--- config.mk ---
export PLATFORM = sky130hd
export DESIGN_NAME = rf_write_queue
export DESIGN_NICKNAME = d
export VERILOG_FILES = /design/src/rtl/rfq_pkg.sv /design/src/rtl/rfq_match.sv /design/src/rtl/rf_write_queue.sv
export SDC_FILE = /design/constraint.sdc
export NUM_CORES = 1
export LEC_CHECK = 0
export ABC_AREA = 1
export BUFFER_PORTS_ARGS = -buffer_cell sky130_fd_sc_hd__buf_2
export CORE_MARGIN = 8
export CORE_UTILIZATION = 55
export DETAILED_ROUTE_END_ITERATION = 10
export PLACE_DENSITY = 0.75
export SETUP_SLACK_MARGIN = 0.15
export SLEW_MARGIN = 25
export SYNTH_ARGS = -nofsm -noshare
export SYNTH_HDL_FRONTEND = slang
export SYNTH_HIERARCHICAL = 1
export SYNTH_SLANG_ARGS = --single-unit
--- constraint.sdc ---
create_clock -name clk -period 7.3 [get_ports clk]
set_input_delay 1.095 -clock clk [delete_from_list [all_inputs] [get_ports clk]]
set_output_delay 1.095 -clock clk [all_outputs]
set_load 0.01 [all_outputs]
--- src/rtl/rfq_pkg.sv ---
// Shared types and default sizes for the register-file write queue.
package rfq_pkg;
    localparam int RFQ_DEPTH  = 4;
    localparam int RFQ_DATA_W = 16;
    localparam int RFQ_ADDR_W = 3;

    function automatic int rfq_ptr_w(input int depth);
        return (depth > 1) ? $clog2(depth) : 1;
    endfunction

    localparam int RFQ_PTR_W = rfq_ptr_w(RFQ_DEPTH);

    typedef struct packed {
        logic [RFQ_ADDR_W-1:0] rsel;
        logic [RFQ_DATA_W-1:0] data;
    } rfq_entry_t;
endpackage

--- src/rtl/rfq_match.sv ---
// Associative lookup over the pending queue entries; the youngest match wins.
module rfq_match
    import rfq_pkg::*;
#(
    parameter int  DEPTH   = RFQ_DEPTH,
    parameter int  ADDR_W  = RFQ_ADDR_W,
    parameter int  DATA_W  = RFQ_DATA_W,
    parameter type entry_t = rfq_entry_t,
    localparam int PTR_W   = rfq_ptr_w(DEPTH)
) (
    input  entry_t            entries_i [DEPTH],
    input  logic [DEPTH-1:0]  valid_i,
    input  logic [PTR_W-1:0]  head_i,
    input  logic [ADDR_W-1:0] sel_i,
    output logic              hit_o,
    output logic [DATA_W-1:0] data_o
);
    logic [PTR_W-1:0] idx;

    always_comb begin
        hit_o  = 1'b0;
        data_o = '0;
        idx    = '0;
        // Walk from head (oldest) toward tail so a later match overrides an earlier one.
        for (int i = 0; i < DEPTH; i++) begin
            idx = head_i + PTR_W'(i);
            if (valid_i[idx] && (entries_i[idx].rsel == sel_i)) begin
                hit_o  = 1'b1;
                data_o = entries_i[idx].data;
            end
        end
    end
endmodule

--- src/rtl/rf_write_queue.sv ---
// In-order write buffer in front of the register file's single write port.
// Optional RFQ_PASSTHRU_EN: an empty, unstalled queue forwards a request straight to the port.
module rf_write_queue
    import rfq_pkg::*;
#(
    parameter int  DEPTH  = RFQ_DEPTH,
    parameter int  DATA_W = RFQ_DATA_W,
    parameter int  ADDR_W = RFQ_ADDR_W,
    localparam int PTR_W  = rfq_ptr_w(DEPTH),
    localparam int CNT_W  = PTR_W + 1
) (
    input  logic              clk,
    input  logic              rst,
    input  logic              in_valid,
    output logic              in_ready,
    input  logic [ADDR_W-1:0] in_reg,
    input  logic [DATA_W-1:0] in_data,
    input  logic              rf_stall,
    output logic              writeEn,
    output logic [ADDR_W-1:0] writeRegSel,
    output logic [DATA_W-1:0] writeData,
    input  logic [ADDR_W-1:0] lk1Sel,
    output logic              lk1Hit,
    output logic [DATA_W-1:0] lk1Data,
    input  logic [ADDR_W-1:0] lk2Sel,
    output logic              lk2Hit,
    output logic [DATA_W-1:0] lk2Data,
    output logic [CNT_W-1:0]  count,
    output logic              empty,
    output logic              err
);
    typedef struct packed {
        logic [ADDR_W-1:0] rsel;
        logic [DATA_W-1:0] data;
    } entry_t;

    entry_t           mem_q [DEPTH];
    logic [PTR_W:0]   head_q, head_d, tail_q, tail_d;
    logic             err_q, err_d;
    logic             full, is_empty, push, pop, passthru;
    logic [DEPTH-1:0] valid;
    logic [PTR_W-1:0] offs;

    assign count    = tail_q - head_q;
    assign is_empty = (head_q == tail_q);
    assign full     = (head_q[PTR_W] != tail_q[PTR_W]) &&
                      (head_q[PTR_W-1:0] == tail_q[PTR_W-1:0]);
    assign empty    = is_empty;
    assign in_ready = !full;
    assign err      = err_q;

`ifdef RFQ_PASSTHRU_EN
    assign passthru = is_empty & ~rf_stall & in_valid;
`else
    assign passthru = 1'b0;
`endif

    assign push = in_valid & ~full & ~passthru;
    assign pop  = ~is_empty & ~rf_stall;

    // Idle port reads all-zero so the rf bypass comparator never sees stale data.
    always_comb begin
        writeEn     = 1'b0;
        writeRegSel = '0;
        writeData   = '0;
        if (pop) begin
            writeEn     = 1'b1;
            writeRegSel = mem_q[head_q[PTR_W-1:0]].rsel;
            writeData   = mem_q[head_q[PTR_W-1:0]].data;
        end else if (passthru) begin
            writeEn     = 1'b1;
            writeRegSel = in_reg;
            writeData   = in_data;
        end
    end

    always_comb begin
        head_d = head_q + {{PTR_W{1'b0}}, pop};
        tail_d = tail_q + {{PTR_W{1'b0}}, push};
        err_d  = err_q | (in_valid & full);
    end

    always_comb begin
        valid = '0;
        offs  = '0;
        for (int i = 0; i < DEPTH; i++) begin
            offs     = PTR_W'(i) - head_q[PTR_W-1:0];
            valid[i] = ({1'b0, offs} < count);
        end
    end

    always_ff @(posedge clk) begin
        if (!rst) begin
            head_q <= '0;
            tail_q <= '0;
            err_q  <= 1'b0;
        end else begin
            head_q <= head_d;
            tail_q <= tail_d;
            err_q  <= err_d;
        end
    end

    always_ff @(posedge clk) begin
        if (push) mem_q[tail_q[PTR_W-1:0]] <= '{rsel: in_reg, data: in_data};
    end

    rfq_match #(
        .DEPTH(DEPTH), .ADDR_W(ADDR_W), .DATA_W(DATA_W), .entry_t(entry_t)
    ) u_match1 (
        .entries_i(mem_q), .valid_i(valid), .head_i(head_q[PTR_W-1:0]),
        .sel_i(lk1Sel), .hit_o(lk1Hit), .data_o(lk1Data)
    );

    rfq_match #(
        .DEPTH(DEPTH), .ADDR_W(ADDR_W), .DATA_W(DATA_W), .entry_t(entry_t)
    ) u_match2 (
        .entries_i(mem_q), .valid_i(valid), .head_i(head_q[PTR_W-1:0]),
        .sel_i(lk2Sel), .hit_o(lk2Hit), .data_o(lk2Data)
    );
endmodule
**Word level (Yosys, flattened, before mapping)**

Index checks and enable logic that the tools add are counted.

- Bitwise logic cells: 12
- $lt $le $gt $ge: 14
- Equal/unequal tests: 11
- Add/sub/neg operators: 10
- Multiplexer cells: 42
- Reduce and logical (&&, ||, !) cells: 11

Operator list:

| kind | count |
|---|---|
| $mux W19 | 9 |
| $bmux W19 S2 | 4 |
| $mux W16 | 9 |
| $bwmux W76 | 1 |
| $demux W19 S2 | 1 |
| $eq A3 B3 Y1 | 9 |
| $ge A3 B3 Y1 const B | 5 |
| $not A2 Y3 | 5 |
| $mux W1 | 13 |
| $lt A2 B3 Y1 | 4 |
| $lt A2 B3 Y1 const B | 4 |
| $logic_and A1 B1 Y1 | 10 |
| $bmux W1 S2 | 4 |
| $add A3 B1 Y3 | 2 |
| $add A2 B2 Y2 const B | 2 |
| $sub A1 B2 Y2 const A | 2 |
| $sub A2 B2 Y2 const A | 2 |
| $and A1 B1 Y1 | 3 |
| $lt A3 B1 Y1 const B | 1 |
| $mux W3 | 1 |
| $not A1 Y1 | 3 |
| $sub A3 B3 Y3 | 1 |
| $add A2 B1 Y2 const B | 1 |
| $eq A2 B2 Y1 | 1 |
| other kinds (3) | 3 |

- Output and inout bits: 60
- Bits in registers: 83
- Logic and storage cells: 111
- Input port bits: 29

**Logic depth before layout (Yosys ltp)**

- Depth in word-level cells: 10
- Gate-level depth with buffers: 22
- Gate-level depth less buffers: 21

**By module**

The synthesis kept the hierarchy.

By module, submodules not included:

| module | cells each | area each (um^2) | times used | sequential area each (um^2) |
|---|---|---|---|---|
| rfq_match | 675 | 3,101.7 | 2 | 0.0 |
| rf_write_queue | 323 | 3,548.4 | 1 | 2,422.3 |

**Least setup slack after synthesis**

OpenSTA, ideal clock, no wires.

- Path kind: flip-flop to output port
- Start point: register head_q[1]
- End point: output lk1Data[6]
- Path buffers: 2
- Cell stages (with the launch flop): 20
- Path slack: 3.102 ns
- Data arrival time: 3.103 ns
- Data required time: 6.205 ns
- Cells stage by stage: dfxtp_1 > inv_2 > buf_2 > fa_1 > inv_1 > ha_1 > inv_1 > o21bai_1 > nand2_1 > nand2_1 > o21ai_2 > or2_2 > nand3_1 > nor2_2 > nand2_4 > buf_6 > nand2_1 > inv_2 > nand2_1 > nand2_1

- Elaborated cells on any way between the ends: 48
- Classes of those cells: add/sub: 8; order compare: 4; eq/ne: 4; mux: 24; bitwise: 4; reduce/logical: 4

RTL lines:

| what | line | RTL |
|---|---|---|
| start, declared | rf_write_queue.sv:38 | `logic [PTR_W:0] head_q, head_d, tail_q, tail_d;` |
| start signal, assigned | rf_write_queue.sv:94 | `head_q <= '0;` |
| start signal, assigned | rf_write_queue.sv:98 | `head_q <= head_d;` |
| $sub A3 B3 Y3 (*) | rf_write_queue.sv:44 | `assign count = tail_q - head_q;` |
| net count[1] | rf_write_queue.sv:28 | `output logic [CNT_W-1:0] count,` |
| $lt A2 B3 Y1 (*) | rf_write_queue.sv:88 | `valid[i] = ({1'b0, offs} < count);` |
| net valid[2] | rf_write_queue.sv:41 | `logic [DEPTH-1:0] valid;` |
| $bmux W1 S2 | rfq_match.sv:27 | `if (valid_i[idx] && (entries_i[idx].rsel == sel_i)) begin` |
| $mux W1 (implied by the code) | rfq_match.sv:27 |  |
| $logic_and A1 B1 Y1 | rfq_match.sv:27 |  |
| $mux W16 (3 in a row) | rfq_match.sv:27 |  |
| $mux W16 (*) | rfq_match.sv:27 |  |
| end, declared | rf_write_queue.sv:24 | `output logic [DATA_W-1:0] lk1Data,` |

Mark *: on every way through the listed nets, which the timed path passes. The rest lies on a longest branch. The select of a mux whose other input is x is not followed.

**Final worst setup path**

- Start point: register head_q[0]
- End point: output lk1Data[5]

- Elaborated cells on any way between the ends: 48
- Classes of those cells: add/sub: 8; order compare: 4; eq/ne: 4; mux: 24; bitwise: 4; reduce/logical: 4

RTL lines:

| what | line |
|---|---|
| $sub A3 B3 Y3 or $sub A2 B2 Y2 (tied branches) | rf_write_queue.sv:44, rf_write_queue.sv:87 |
| $lt A2 B3 Y1 (*) | rf_write_queue.sv:88 |
| net valid[3] | rf_write_queue.sv:41 |
| $bmux W1 S2 | rfq_match.sv:27 |
| $mux W1 (implied by the code) | rfq_match.sv:27 |
| $logic_and A1 B1 Y1 | rfq_match.sv:27 |
| $mux W16 (3 in a row) | rfq_match.sv:27 |
| $mux W16 (*) | rfq_match.sv:27 |

Marks and branches as above.

==> impl_results.md <==
* Outcome: finished clean
* Hold depth at 2
* First-pass iteration count of the detailed router at 7
* Quantity of hold-fixing buffers added after cts at 0
* Final TNS setup at 0 ns
* Fin. max-slew vios at 0
* Cell area power density at ~310 nW/um^2
* Post-Place Cells at about 1900
* RSZ-0062 raised after global routing: no
* Initial antenna violation count at 0
* Crit-path cells: ha_1, inv_1, fa_1, inv_1, ha_1, inv_1, o21bai_1, nand2_1, inv_1, nand2_1, o21ai_1, o21ai_0, nand3_1, nor2_4, nand3b_1, nand2_1, nand2_1, nand2_1, buf_2
* Fillcell total at 1715
* Via count at just over 10000
* Fin Clk Skew at between 0.005 and 0.006 ns
* CP required at about 6.2 ns
* Setup-failing EPs final at 0
* Lkg Pwr at around 5.3 nW
* Power Total at approximately 3.1 mW
* Largest net degree at the start of global routing at 110
* Die area at 22250 sq um
* Num CTS Buffers at 9
* Unique masters post-synth at 34
* I/O Pins at 89
* H-tree levels at 3
* Core area at approximately 17000 sq um
* Detailed Route Iter0 Violations at about 1200
* WP data arrival at around 4.5 ns
* DP HPWL at 21.31 mm
* Worst Setup Start Kind: register
* Vias in the first global route at 8577
* Final period util at 76.68%
* Clock Power Share at between 10% and 20%
* Vias per inst at between 5 and 6
* Combinational share of power at 67.5%
* P&R area growth vs syn at 4.401%
* Reg area at roughly 2400 sq um
* Syn_nets at 1716
* Starting Density at between 50% and 60%
* Depth of the worst register-to-register path at 9
* WHS at approximately 0.45 ns
* Die height at approximately 150 um
* Cells after Synth at about 1700
* Reg-to-Reg Start: head_q[0]
* Routed Antenna Nets at 0
* Register area share after synthesis at about a quarter
* Row count at 48
* CTS Buffer Depth at 2
* Fin nets at around 1700
* Final Hold Fails at 0
* Final Wtd Congestion at between 0.9 and 1
* Slowest stage cell, crit path: dfxtp_4
* Max-slew headroom at 35.92%
* CTS resizes at 0
* Crit path capture type: primary output
* Synth Register Bits at 83
* HP Start: err
* Clock slew at reported path FFs at 0.06 ns
* PortBufs at between 80 and 90
* Fin cells at between 1500 and 2000
* Peak supply drop at 271.6 uV
* Tmin final at approximately 5.6 ns
* Post-CTS Setup Inserts at 0
* Final wirelength at between 20 and 30 mm
* Critical Path Most Common Cell: nand2_1
* DR DRC count at 0
* Diode count at 0
* P_sw at about 1.7 mW
* Max-Cap Viols at 0
* Max FO, Critical Path at 76
* Avg Cell Area, Syn at around 6 sq um
* Achievable frequency at between 150 and 200 MHz
* Hold Path Class: reg2reg
* Die W at 149.2 um
* Worst-Skew Late Latency at between 0.3 and 0.4 ns
* CTS tree: yes
* Flop pwr share at roughly a fifth
* Yosys warnings at 6
* Area of the multi-input gates at between 5000 and 6000 sq um
* Global Route Usage Sum at 25.94%
* WL/cell at ~15 um
* Slew @ Worst Pin at roughly 0.96 ns
* Net Sw Frac at a little over half
* Internal Pwr Total at between 1 and 1.5 mW
* Crit Path Category: reg2out
* Share of cells above drive strength 1 at approximately 11%
* Clk sink count at 83
* Total gr overflow at 0
* CP startpoint: head_q[0]
* First-pass GRT wire length at about 46 mm
* CP peak stage delay at 0.88 ns
* Post-Syn Area at about 9800 sq um
* Root buf cell: clkbuf_16
-- cell usage after synthesis --
cell	instances	area share, %
inv_4	2	0.13
a21oi_1	1	0.051
nor2_4	9	1.0
o211ai_1	4	0.31
ha_1	13	1.7
inv_2	20	0.77
nand3b_1	32	2.5
nor2_8	2	0.41
buf_4	10	0.77
nor2_1	51	2.0
nand2_1	705	27
inv_1	190	7.3
buf_6	21	2.4
buf_8	2	0.31
fa_1	1	0.21
buf_1	8	0.31
nand3_1	128	6.6
o21ai_1	34	1.7
buf_2	28	1.4
o21bai_1	5	0.38
xor2_1	5	0.45
nand2_2	21	1.3
o21ai_2	4	0.36
clkbuf_1	30	1.2
o21ai_0	242	12
edfxtp_1	76	23
nand3_2	4	0.41
o2111ai_1	2	0.18
dfxtp_1	7	1.4
or2_2	2	0.13
nor2_2	4	0.26
xnor2_1	2	0.18
a21oi_2	2	0.18
nand2_4	6	0.69
-- final timing paths --
path | slack [ns] | to
worst min register to register | 0.45 | err
worst max-delay path | 1.70 | lk1Data[5]
worst max register to register | 4.10 | head_q[2]
worst min-delay path | 0.45 | err
-- power by group through the flow --
stage	clock, mW	combinational [mW]	sequential (mW)
6_report	0.397	2.11	0.619
5_1_grt	0.419	2.37	0.625
4_1_cts	0.399	2.08	0.615
3_5_place_dp	0	2.07	0.625
3_3_place_gp	0	2.05	0.624
2_1_floorplan	0	1.69	0.580
-- cell families (layout without fill, tap and decap cells) --
family	count (synthesis)	after routing	synth area share (%)
buffers and inverters	311	324	14.61
adders and majority gates	14	14	1.873
and+or+nand+nor	964	964	42.42
xor gates and xnor gates	7	7	0.6287
DFF	83	83	24.84
AOI/OAI and AO/OA	294	294	15.63
-- per-layer routing --
layer / global-route usage, % / routed length [um] / vias up
met5: 0 / 0 / -
met4: 6.058 / 343 / 0
met3: 4.005 / 3500 / 33
met2: 37.53 / 12140 / 504
met1: 39.26 / 13520 / 4517
li1: - / - / 5302
-- final cells by class --
| cell class | count | area share (%) |
|---|---|---|
| sequential | 83 | 23.84 |
| clock buffer | 11 | 2.286 |
| inverter | 212 | 7.865 |
| timing repair buffer | 96 | 4.916 |
| multi-input combinational | 1279 | 58.03 |
| clock inverter | 5 | 0.2949 |
| tap | 225 | 2.765 |
-- critical path: cells and delay by family, from the launching register on --
| kind | cells | cell delay [ns] |
|---|---|---|
| AOI/OAI and AO/OA | 3 | 0.39 |
| adders and majority gates | 3 | 1.06 |
| buffers and inverters | 5 | 0.45 |
| DFF | 1 | 0.88 |
| and+or+nand+nor | 8 | 1.35 |
-- through the flow --
step | utilization [%] | setup WS, ns | instance area, sq um
floorplan | - | 3.102 | 9752
global placement | 57.34 | 2.216 | 9918
detailed placement | 57.34 | 2.205 | 9918
CTS | 58.86 | 1.820 | 10180
global route | 58.86 | 1.331 | 10180
finish | 58.86 | 1.703 | 10180
-- placed cells by master (no fill, tap or decap), types with 6 or more instances in the layout --
cell type  Yosys  routed
buf_2         28      88
buf_4         10       8
clkbuf_16      0       9
edfxtp_1      76      76
ha_1          13      13
inv_1        190     190
inv_2         20      20
nand2_1      705     705
nand2_2       21      21
nand2_4        6       6
nand3_1      128     128
nand3b_1      32      32
nor2_1        51      51
nor2_4         9       9
o21ai_0      242     242
o21ai_1       34      34
-- state kept, by name, summed over array words and instances, names as in the netlist --
name    cells
head_q      3
tail_q      3
mem_q      76
err         1
Note: power is estimated with default switching activity, not from simulation.
